===== config.mk =====
export PLATFORM = sky130hd
export DESIGN_NAME = button_conditioner
export DESIGN_NICKNAME = d
export VERILOG_FILES = /design/src/rtl/button_conditioner.sv
export SDC_FILE = /design/constraint.sdc
export NUM_CORES = 1
export LEC_CHECK = 0
export BUFFER_PORTS_ARGS = -buffer_cell sky130_fd_sc_hd__buf_4
export CAP_MARGIN = 20
export CORE_MARGIN = 3
export CORE_UTILIZATION = 50
export DETAILED_ROUTE_END_ITERATION = 10
export PLACE_DENSITY = 0.76
export SYNTH_ARGS = -nofsm -noshare
export SYNTH_HDL_FRONTEND = slang
export SYNTH_SLANG_ARGS = --single-unit

===== constraint.sdc =====
create_clock -name clk -period 3.5 [get_ports clk]
set_input_delay 0.525 -clock clk [delete_from_list [all_inputs] [get_ports clk]]
set_output_delay 0.525 -clock clk [all_outputs]
set_load 0.005 [all_outputs]

===== src/rtl/button_conditioner.sv =====
// Six-button front end: 2-flop synchroniser, per-button debounce FSM, press/release pulses.
// Define BTN_AUTOREPEAT_EN to add auto-repeat press pulses on bits selected by REPEAT_MASK.

module button_conditioner_lane #(
    parameter int DEBOUNCE_CYCLES = 50000,
    parameter int REPEAT_DELAY    = 25000000,
    parameter int REPEAT_RATE     = 5000000,
    parameter bit RPT_EN          = 1'b0
) (
    input  logic clk,
    input  logic rst_n,
    input  logic raw_i,
    output logic level_o,
    output logic press_o,
    output logic release_o
);
    localparam int CW = $clog2(DEBOUNCE_CYCLES + 1);
    localparam logic [CW-1:0] CNT_MAX = CW'(DEBOUNCE_CYCLES);

    typedef enum logic [1:0] {IDLE, ARM, HELD, DISARM} state_e;

    state_e        state_q;
    logic [CW-1:0] cnt_q;
    logic          level_q;
    logic          press_q;
    logic          release_q;

`ifdef BTN_AUTOREPEAT_EN
    localparam int RPT_MAX = (REPEAT_DELAY > REPEAT_RATE) ? REPEAT_DELAY : REPEAT_RATE;
    localparam int RW      = $clog2(RPT_MAX + 1);
    localparam logic [RW-1:0] DELAY_M1 = RW'(REPEAT_DELAY - 1);
    localparam logic [RW-1:0] RATE_M1  = RW'(REPEAT_RATE - 1);

    logic [RW-1:0] rpt_cnt_q;
    logic          rpt_first_q;
`endif

    always_ff @(posedge clk or negedge rst_n) begin
        if (!rst_n) begin
            state_q     <= IDLE;
            cnt_q       <= '0;
            level_q     <= 1'b0;
            press_q     <= 1'b0;
            release_q   <= 1'b0;
`ifdef BTN_AUTOREPEAT_EN
            rpt_cnt_q   <= '0;
            rpt_first_q <= 1'b0;
`endif
        end else begin
            press_q   <= 1'b0;
            release_q <= 1'b0;
            case (state_q)
                IDLE: begin
                    if (raw_i) begin
                        state_q <= ARM;
                        cnt_q   <= CW'(1);
                    end
                end
                ARM: begin
                    if (!raw_i) begin
                        state_q <= IDLE;
                        cnt_q   <= '0;
                    end else if (cnt_q == CNT_MAX) begin
                        state_q <= HELD;
                        cnt_q   <= '0;
                        level_q <= 1'b1;
                        press_q <= 1'b1;
`ifdef BTN_AUTOREPEAT_EN
                        rpt_cnt_q   <= '0;
                        rpt_first_q <= 1'b1;
`endif
                    end else begin
                        cnt_q <= cnt_q + CW'(1);
                    end
                end
                HELD: begin
                    if (!raw_i) begin
                        state_q <= DISARM;
                        cnt_q   <= CW'(1);
                    end
`ifdef BTN_AUTOREPEAT_EN
                    // Cadence only advances while steadily held; DISARM freezes it.
                    else if (RPT_EN) begin
                        if (rpt_cnt_q == (rpt_first_q ? DELAY_M1 : RATE_M1)) begin
                            press_q     <= 1'b1;
                            rpt_cnt_q   <= '0;
                            rpt_first_q <= 1'b0;
                        end else begin
                            rpt_cnt_q <= rpt_cnt_q + RW'(1);
                        end
                    end
`endif
                end
                DISARM: begin
                    if (raw_i) begin
                        state_q <= HELD;
                        cnt_q   <= '0;
                    end else if (cnt_q == CNT_MAX) begin
                        state_q   <= IDLE;
                        cnt_q     <= '0;
                        level_q   <= 1'b0;
                        release_q <= 1'b1;
                    end else begin
                        cnt_q <= cnt_q + CW'(1);
                    end
                end
                default: begin
                    state_q <= IDLE;
                    cnt_q   <= '0;
                end
            endcase
        end
    end

    assign level_o   = level_q;
    assign press_o   = press_q;
    assign release_o = release_q;
endmodule

module button_conditioner #(
    parameter int         DEBOUNCE_CYCLES = 50000,
    parameter int         REPEAT_DELAY    = 25000000,
    parameter int         REPEAT_RATE     = 5000000,
    parameter logic [5:0] REPEAT_MASK     = 6'b000011
) (
    input  logic       clk,
    input  logic       rst_n,
    input  logic [5:0] btn_n_i,
    output logic [5:0] level_o,
    output logic [5:0] press_o,
    output logic [5:0] release_o
);
    logic [5:0] sync1_q;
    logic [5:0] sync2_q;
    logic [5:0] raw_s;

    // Reset to released so a button held through reset re-qualifies from scratch.
    always_ff @(posedge clk or negedge rst_n) begin
        if (!rst_n) begin
            sync1_q <= '1;
            sync2_q <= '1;
        end else begin
            sync1_q <= btn_n_i;
            sync2_q <= sync1_q;
        end
    end

    assign raw_s = ~sync2_q;

    for (genvar i = 0; i < 6; i++) begin : g_lane
        button_conditioner_lane #(
            .DEBOUNCE_CYCLES(DEBOUNCE_CYCLES),
            .REPEAT_DELAY   (REPEAT_DELAY),
            .REPEAT_RATE    (REPEAT_RATE),
            .RPT_EN         (REPEAT_MASK[i])
        ) u_lane (
            .clk      (clk),
            .rst_n    (rst_n),
            .raw_i    (raw_s[i]),
            .level_o  (level_o[i]),
            .press_o  (press_o[i]),
            .release_o(release_o[i])
        );
    end
endmodule


Word-level counts from Yosys, hierarchy flattened
Index checks and enable logic that the tools add are counted.
W data, S select, Z words.
{"block": "totals", "in_bits": 8, "out_inout_bits": 18, "reg_bits": 138}
{"block": "op_classes", "n_eq_ne": 72, "n_mux": 138, "n_bitwise": 1, "reduce_logical": 30, "addsub": 6}
{"operator": "$mux W16", "count": 30}
{"operator": "$pmux W16 S4", "count": 6}
{"operator": "$add A16 B1 Y16 const B", "count": 6}
{"operator": "$eq A16 B16 Y1 const B", "count": 6}
{"operator": "$mux W2", "count": 36}
{"operator": "$mux W1", "count": 54}
{"operator": "$ne A2 B2 Y1 const B", "count": 24}
{"operator": "$pmux W2 S4", "count": 6}
{"operator": "$ne A3 B2 Y1 const B", "count": 12}
{"operator": "$reduce_and A5 Y1", "count": 6}
{"operator": "$eq A2 B2 Y1 const B", "count": 12}
{"operator": "$ne A2 B1 Y1 const B", "count": 12}
{"operator": "$reduce_and A4 Y1", "count": 6}
{"operator": "$eq A2 B1 Y1 const B", "count": 6}
{"operator": "$logic_not A2 Y1", "count": 6}
{"operator": "$pmux W1 S2", "count": 6}
{"operator": "$reduce_and A2 Y1", "count": 6}
{"operator": "$reduce_bool A2 Y1", "count": 6}
{"operator": "$not A6 Y6", "count": 1}

Longest topological paths before layout
Gate-level depths: netlist of run 1.
{"block": "logic_depth", "word_depth": 4, "mapped_depth": 8, "depth_no_buf": 7}

By module
From an unflattened synthesis of run 1, not the netlist that was laid out.
{"block": "hier_totals", "hier_cells": 732, "hier_area_um2": 7238.2}
{"mod": "button_conditioner_lane at g_lane[0].u_lane ...", "instances": 5, "area_per_inst_um2": 1156.1, "cells_each": 120, "seq_area_each_um2": 525.5}
{"mod": "button_conditioner_lane at g_lane[5].u_lane", "instances": 1, "area_per_inst_um2": 1119.8, "cells_each": 114, "seq_area_each_um2": 525.5}
{"mod": "button_conditioner", "instances": 1, "area_per_inst_um2": 337.8, "cells_each": 18, "seq_area_each_um2": 315.3}

Worst setup path before layout of run 1
No wires, ideal clock.
{"block": "synth_path", "path_type": "reg-to-reg", "startpoint": "reg g_lane[2].u_lane.cnt_q[13]", "endpoint": "reg g_lane[2].u_lane.cnt_q[5]", "stages_incl_launch_ff": 7, "t_arrival_ns": 1.877, "t_required_ns": 3.379, "setup_time_ns": 0.121, "path_slack_ns": 1.502, "period_less_slack_ns": 1.998, "path_cell_list": "dfrtp_1 > or4_1 > nor4_4 > nor2_2 > buf_6 > a21o_1 > a22o_1"}
{"block": "synth_via", "elab_chain_len": 4}
{"item": "from (decl)", "line": "23", "rtl": "logic [CW-1:0] cnt_q;"}
{"item": "from (signal assigned)", "line": "73", "rtl": "cnt_q <= cnt_q + CW'(1);"}
{"item": "from (signal assigned)", "line": "104", "rtl": "cnt_q <= cnt_q + CW'(1);"}
{"item": "$eq A16 B16 Y1 *", "line": "63, 98"}
{"item": "$mux W16 *", "line": "63, 98"}
{"item": "$mux W16 (on tied branches)", "line": "95, 60"}
{"item": "$pmux W16 S4 *", "line": "52", "rtl": "case (state_q)"}
Mark *: on every way between the ends. The rest lies on a longest branch, timed or not.
A chain may end at the register's enable or synchronous reset.

Final worst setup path of run 1
Ends and elaborated chain as after synthesis.

==> results of run 1 <==
[cell families (layout without fill, tap and decap cells)]
logic type / count (synthesis) / in the layout / synth area share, %
XOR/XNOR: 19 / 19 / 2.348
AND/OR/NAND/NOR: 313 / 313 / 24.29
adder cells (fa/ha/maj): 12 / 12 / 2.118
AO/OA/AOI/OAI: 187 / 187 / 16.31
flip-flops: 138 / 138 / 48.93
multiplexers: 5 / 5 / 0.7061
buffers and inverters: 76 / 96 / 5.296
[layout make-up]
class | instances | area, um^2
inverters | 37 | 138.9
repair buffers | 27 | 222.7
fillers | 1110 | 5650
multi-input cells | 536 | 3244
clock inverters | 11 | 142.6
well taps | 176 | 220.2
flip-flops and latches | 138 | 3468
clock buffers | 21 | 470.5
[placed cells by master (no fill, tap or decap), types with 5 or more instances in the layout]
| cell type | n |
|---|---|
| nor3_1 | 21 |
| o21ai_0 | 33 |
| nand2b_1 | 6 |
| nand4_1 | 17 |
| a21o_1 | 10 |
| inv_1 | 37 |
| nor2_1 | 54 |
| or3_1 | 13 |
| mux2i_1 | 5 |
| nand2_1 | 74 |
| dfrtp_1 | 126 |
| nor4_1 | 7 |
| clkbuf_16 | 17 |
| nand3b_1 | 6 |
| a22o_1 | 10 |
| a21oi_1 | 49 |
| or4_1 | 6 |
| or2_2 | 6 |
| and2_1 | 13 |
| a41oi_1 | 9 |
| buf_4 | 24 |
| and3_1 | 14 |
| a31oi_1 | 56 |
| dfstp_2 | 12 |
| nand3_1 | 42 |
| xnor2_1 | 18 |
| nor4_4 | 5 |
| ha_1 | 12 |
| nor2_2 | 6 |
[synth_stat cells, types with 7 or more instances]
master / n / area (um^2)
dfstp_2: 12 / 315.3
a21oi_1: 49 / 245.2
nand3_1: 42 / 210.2
inv_1: 37 / 138.9
or3_1: 13 / 81.33
nor2_1: 54 / 202.7
nor3_1: 21 / 105.1
buf_4: 19 / 142.6
a22o_1: 10 / 87.58
ha_1: 12 / 150.1
nor4_1: 7 / 43.79
xnor2_1: 18 / 157.7
nand2_1: 74 / 277.8
and2_1: 13 / 81.33
a21o_1: 10 / 75.07
o21ai_0: 33 / 165.2
buf_2: 9 / 45.04
nand4_1: 17 / 106.4
and3_1: 14 / 87.58
dfrtp_1: 126 / 3153
a31oi_1: 56 / 350.3
a41oi_1: 9 / 78.83
[path summary, 6_finish.rpt]
check | start | endpoint | slack, ns
worst min register to register | sync1_q[0] | sync2_q[0] | 0.36
max in group asynchronous | rst_n | sync2_q[2] | 2.58
worst max register to register | g_lane[2].u_lane.cnt_q[13] | g_lane[2].u_lane.cnt_q[5] | 1.15
worst max-delay path | g_lane[2].u_lane.cnt_q[13] | g_lane[2].u_lane.cnt_q[5] | 1.15
worst min-delay path | rst_n | g_lane[4].u_lane.cnt_q[1] | 0.14
min in group clk | btn_n_i[5] | sync1_q[5] | 0.21
[state kept, by name, indices dropped and copies added (netlist names), named ones only]
name and flops:
g_lane.u_lane.cnt_q 96, g_lane.u_lane.level_o 6, g_lane.u_lane.press_o 6, g_lane.u_lane.release_o 6, g_lane.u_lane.state_q 6, sync1_q 6
sync2_q 6
[metal layers]
layer	global-route usage [%]	wire (um)	vias to the layer above
li1	-	-	2742
met1	23.15	6356	2789
met2	31.95	7196	136
met3	5.288	639	16
met4	6.696	172	0
met5	0	0	-
[power breakdown]
group	internal, mW	switching [mW]
clock network	1.17	0.659
registers	1.65	0.0668
logic	0.0831	0.150
[through the flow]
stage / area [um^2] / utilization [%] / setup WS (ns) / hold WS, ns
after floorplan: 7088 / - / 1.502 / 0.2294
after global placement: 7283 / 53.72 / 1.250 / 0.3457
after detailed placement: 7283 / 53.72 / 1.050 / 0.3481
after CTS: 7896 / 58.24 / 1.020 / 0.1820
after global routing: 7908 / 58.32 / 1.000 / 0.1915
final: 7908 / 58.32 / 1.150 / 0.1429
[worst max-delay path: stages, from the launching register on]
cell     delay [ns]
dfrtp_1        0.42
or4_1          0.59
nor4_4         0.46
nor2_2         0.31
a21o_1         0.23
a22o_1         0.23
==> run_results.csv, run 1 <==
group,metric,value,unit
sta,maxSlewHeadroom,38.88,%
place,portBuffers,25,
setup_path,reg2regPathDepth,5,
clocking,cts.path.max_buffers,2,
floorplan,io_pins,26,
grt,grt_first_pass_wirelength,24930,um
grt,antenna_found_initial,0,
floorplan,die-area,15640,um^2
status,status,"completed",
layout,drive_gt1_share,11.95,%
sta,tns,0,ns
place,place_congestion,0.8917,
clocking,root_buffer,"clkbuf_16",
layout,syn_to_final_growth,11.56,%
clocking,htree_num_levels,4,
routing,avgRoutedWirePerCell,15.18,um
logic_synthesis,synth_edf_count,0,
power_and_ir_drop,p_per_area,478.5,nW/um^2
clocking,clkLatencyLatePin,0.42,ns
clocking,post_cts_resized,0,
logic_synthesis,avgSynthCellArea,9.451,um^2
floorplan,initial_utilization,52.28,%
routing,vias,5683,
floorplan,die-height,125.1,um
sta,timing.final.crit_share,67.14,%
grt,grt_max_degree,87,
setup_path,critPathLaunchType,"flop",
clocking,clk_pin_slew,0.06,ns
routing,final_antenna_net_count,0,
setup_path,path_max_fanout,21,
clocking,cts_hold_buf,0,
routing,drt-initial-drc-count,476,
logic_synthesis,synth_seq_cells,138,
sta,min_period,2.350,ns
clocking,postCtsSetupBuffers,0,
routing,first_pass_iters,5,
routing,wirelength,14370,um
sta,finalHoldViolCount,0,
power_and_ir_drop,p_leak,3.354,nW
grt,grt_overflow,0,
setup_path,required,3.81,ns
flow_run,maxCapViolCount,0,
grt,grt_pass1_vias,5515,
logic_synthesis,synthArstFlopShare,100.0,%
logic_synthesis,yosysWarnings,0,
place,placed_cells,913,
floorplan,core_area,13560,um^2
logic_synthesis,synth_cells,750,
worst_hold_path,min_path_type,"input pin to async pin",
sta,setup_viol,0,
layout,finalNonFillerCells,946,
sta,worst_slew_pin_slew,0.9158,ns
logic_synthesis,yosysSeqAreaShare,48.93,%
sta,rsz0062_at_grt,"no",
routing,vias_per_cell,6.007,
place,dp_hpwl,9627,um
power_and_ir_drop,p_total,3.784,mW
floorplan,fp.dieW,125.1,um
floorplan,rows,42,
layout,nets,777,
sta,maxSlewViolCount,0,
clocking,cts_buffers,17,
logic_synthesis,synthFlopType,"dfrtp_1",
grt,grt.total_usage,18.84,%
setup_path,critPathKind,"flop to flop",
logic_synthesis,synth_cell_type_count,57,
logic_synthesis,syn_area,7088,um^2
logic_synthesis,synth.net_count,770,
routing,drc,0,
setup_path,critPathArrivalTime,2.66,ns
clocking,clkSinkCount,138,
setup_path,crit_path_end_kind,"flop",
power_and_ir_drop,peakVddDrop,0.0003716,V
clocking,cts_tree,"done",
layout,insertedDiodeCount,0,
sta,fin_skew,0.006216,ns
sta,fmax,425.5,MHz
Note: power is estimated with default switching activity, not from simulation.
==> run 2, diff against run 1 <==
--- a/config.mk
+++ b/config.mk
@@ -10,7 +10,7 @@
 export CORE_MARGIN = 3
 export CORE_UTILIZATION = 50
 export DETAILED_ROUTE_END_ITERATION = 10
-export PLACE_DENSITY = 0.76
+export PLACE_DENSITY = 0.78
 export SYNTH_ARGS = -nofsm -noshare
 export SYNTH_HDL_FRONTEND = slang
 export SYNTH_SLANG_ARGS = --single-unit
==> constraint.sdc (replaced) <==
create_clock -name clk -period 2 [get_ports clk]
set_input_delay 0.3 -clock clk [delete_from_list [all_inputs] [get_ports clk]]
set_output_delay 0.3 -clock clk [all_outputs]
set_load 0.005 [all_outputs]
==> run 2 against run 1 <==
Non-clock buffer count increased by 86. Sequential share of layout area decreased by 4.1 points. Flip-flop and latch count unchanged. Worst hold slack improved by 0.21 ns. Sequential power increased by 74%. Die area unchanged. Clock skew about the same. Combinational power increased by 120%. Power increased by 78%. Cell count increased by 9.3%. Largest cell class unchanged.
==> run_results.csv, run 2 (synthesis results as in run 1) <==
group,metric,value,unit
worst_hold_path,min_path_cells,0,
clocking,root_buffer,"clkbuf_16",
clocking,clk_pin_slew,0.06,ns
sta,maxSlewViolCount,0,
grt,grt_first_pass_wirelength,27800,um
status,status,"completed",
setup_path,r2r_start,"g_lane[2].u_lane.cnt_q[13]",
routing,m1WireLength,7133,um
floorplan,rows,42,
sta,timing.final.crit_share,97.69,%
power_and_ir_drop,p_per_area,770.4,nW/um^2
place,portBuffers,25,
grt,grt_overflow,0,
clocking,cts.path.max_buffers,2,
sta,min_period,1.954,ns
floorplan,initial_utilization,52.28,%
clocking,cts_tree,"done",
worst_hold_path,worstHoldEndpoint,"sync2_q[2]",
clocking,clkSinkCount,138,
setup_path,critPathLaunchType,"flop",
sta,finalHoldViolCount,0,
place,place_congestion,0.8874,
setup_path,required,2.30,ns
routing,first_pass_iters,5,
sta,setup_viol,0,
grt,grt.total_usage,21.08,%
floorplan,die-area,15640,um^2
floorplan,fp.dieW,125.1,um
power_and_ir_drop,p_leak,3.843,nW
clocking,htree_num_levels,4,
grt,grt_pass1_vias,6151,
worst_hold_path,holdCritStartpoint,"sync1_q[2]",
routing,drc,0,
routing,routed-wl-met2,8419,um
setup_path,reg2regPathDepth,6,
setup_path,critPathArrivalTime,2.26,ns
floorplan,core_area,13560,um^2
layout,drive_gt1_share,22.26,%
layout,syn_to_final_growth,23.11,%
sta,fmax,511.8,MHz
routing,wirelength,16490,um
routing,drt-initial-drc-count,460,
sta,fin_skew,0.006070,ns
clocking,clkLatencyLatePin,0.42,ns
grt,grt_max_degree,52,
setup_path,worst-r2r-setup-slack,0.05,ns
layout,postLayoutCoreUtil,64.36,%
routing,vias,6197,
grt,antenna_found_initial,0,
routing,vias_per_cell,5.993,
flow_run,maxCapViolCount,0,
layout,nets,865,
setup_path,r2r_end,"g_lane[2].u_lane.level_o",
setup_path,crit_path_end_kind,"flop",
floorplan,die-height,125.1,um
routing,avgRoutedWirePerCell,15.95,um
layout,final_common_cell,"dfrtp_1",
worst_hold_path,min_path_type,"flop to flop",
clocking,cts_buffers,17,
layout,top_register,"g_lane.u_lane.cnt_q",
sta,worst_slew_pin_slew,0.7471,ns
setup_path,path_max_fanout,7,
place,dp_hpwl,10820,um
layout,fillCellCount,1044,
layout,final_cell_mix,"126 x dfrtp_1, 101 x buf_4, 73 x nand2_1",
sta,maxSlewHeadroom,50.01,%
setup_path,critPathKind,"flop to flop",
layout,insertedDiodeCount,0,
routing,dr_wl_met3,720,um
power_and_ir_drop,peakVddDrop,0.0006721,V
floorplan,io_pins,26,
sta,tns,0,ns
sta,rsz0062_at_grt,"yes",
routing,top_layer,"met4",
layout,largest_reg_flops,96,
routing,final_antenna_net_count,0,
run 2: metrics by stage:
step | power (mW) | hold WS [ns] | instance area, um^2 | std cells | setup slack [ns]
detailed placement | 3.516 | 0.2820 | 7836 | 985 | -0.006913
global placement | 3.485 | 0.2682 | 7836 | 985 | 0.08419
floorplan | 3.296 | 0.004409 | 7088 | 750 | 0.001650
finish | 6.723 | 0.3554 | 8726 | 1034 | 0.04624
CTS | 6.768 | 0.3551 | 8534 | 1024 | -0.0005120
global route | 6.995 | 0.3626 | 8726 | 1034 | -0.03046
run 2: worst max-delay path by stage:
stage	slack, ns	endpoint	depth (start not counted)	from
2_1_floorplan	0.002	g_lane[2].u_lane.cnt_q[5]	6	g_lane[2].u_lane.cnt_q[13]
3_3_place_gp	0.08	g_lane[5].u_lane.cnt_q[9]	5	g_lane[5].u_lane.cnt_q[5]
3_5_place_dp	-0.007	g_lane[5].u_lane.cnt_q[14]	6	g_lane[5].u_lane.cnt_q[11]
4_1_cts	-0.0005	flop	6	g_lane[5].u_lane.cnt_q[11]
5_1_grt	-0.03	g_lane[5].u_lane.cnt_q[6]	6	g_lane[5].u_lane.cnt_q[10]
6_report	0.05	g_lane[2].u_lane.level_o	6	g_lane[2].u_lane.cnt_q[13]
run 2: timing repair:
item	CTS	global route
hold buffers	7	0
cloned	0	2
gates resized for setup	5	30
setup endpoints to repair	4	61
pin swaps	2	7
buffers inserted	0	8
hold endpoints to repair	48	0
run 2: worst max-delay path: stages (launching register included):
cell and delay [ns]:
dfrtp_1 0.38, or4_1 0.58, nor4_4 0.25, buf_4 0.18, nand2_1 0.14, o21ai_0 0.21
a21oi_1 0.09
run 2: report_power, final:
| group | total (mW) | internal, mW | switching (mW) | leakage (nW) |
|---|---|---|---|---|
| sequential | 3.00 | 2.89 | 0.111 | 1.85 |
| combinational | 0.506 | 0.204 | 0.303 | 1.69 |
| clock | 3.21 | 2.08 | 1.13 | 0.300 |
| total | 6.72 | 5.18 | 1.54 | 3.84 |
run 2: cell type report:
cell class                 count  area (um^2)  share of cell area, %
clock buffer                  24        491.7                  5.635
sequential                   138         3468                  39.75
tap                          176        220.2                  2.524
timing repair buffer         113        902.1                  10.34
inverter                      37        138.9                  1.592
multi-input combinational    538         3387                  38.82
clock inverter                 8        117.6                  1.348
run 2: layer usage:
| layer | GRT usage (%) | vias up |
|---|---|---|
| met5 | 0 | - |
| met4 | 8.418 | 0 |
| met3 | 5.501 | 25 |
| met2 | 35.18 | 182 |
| met1 | 26.24 | 3067 |
| li1 | - | 2923 |
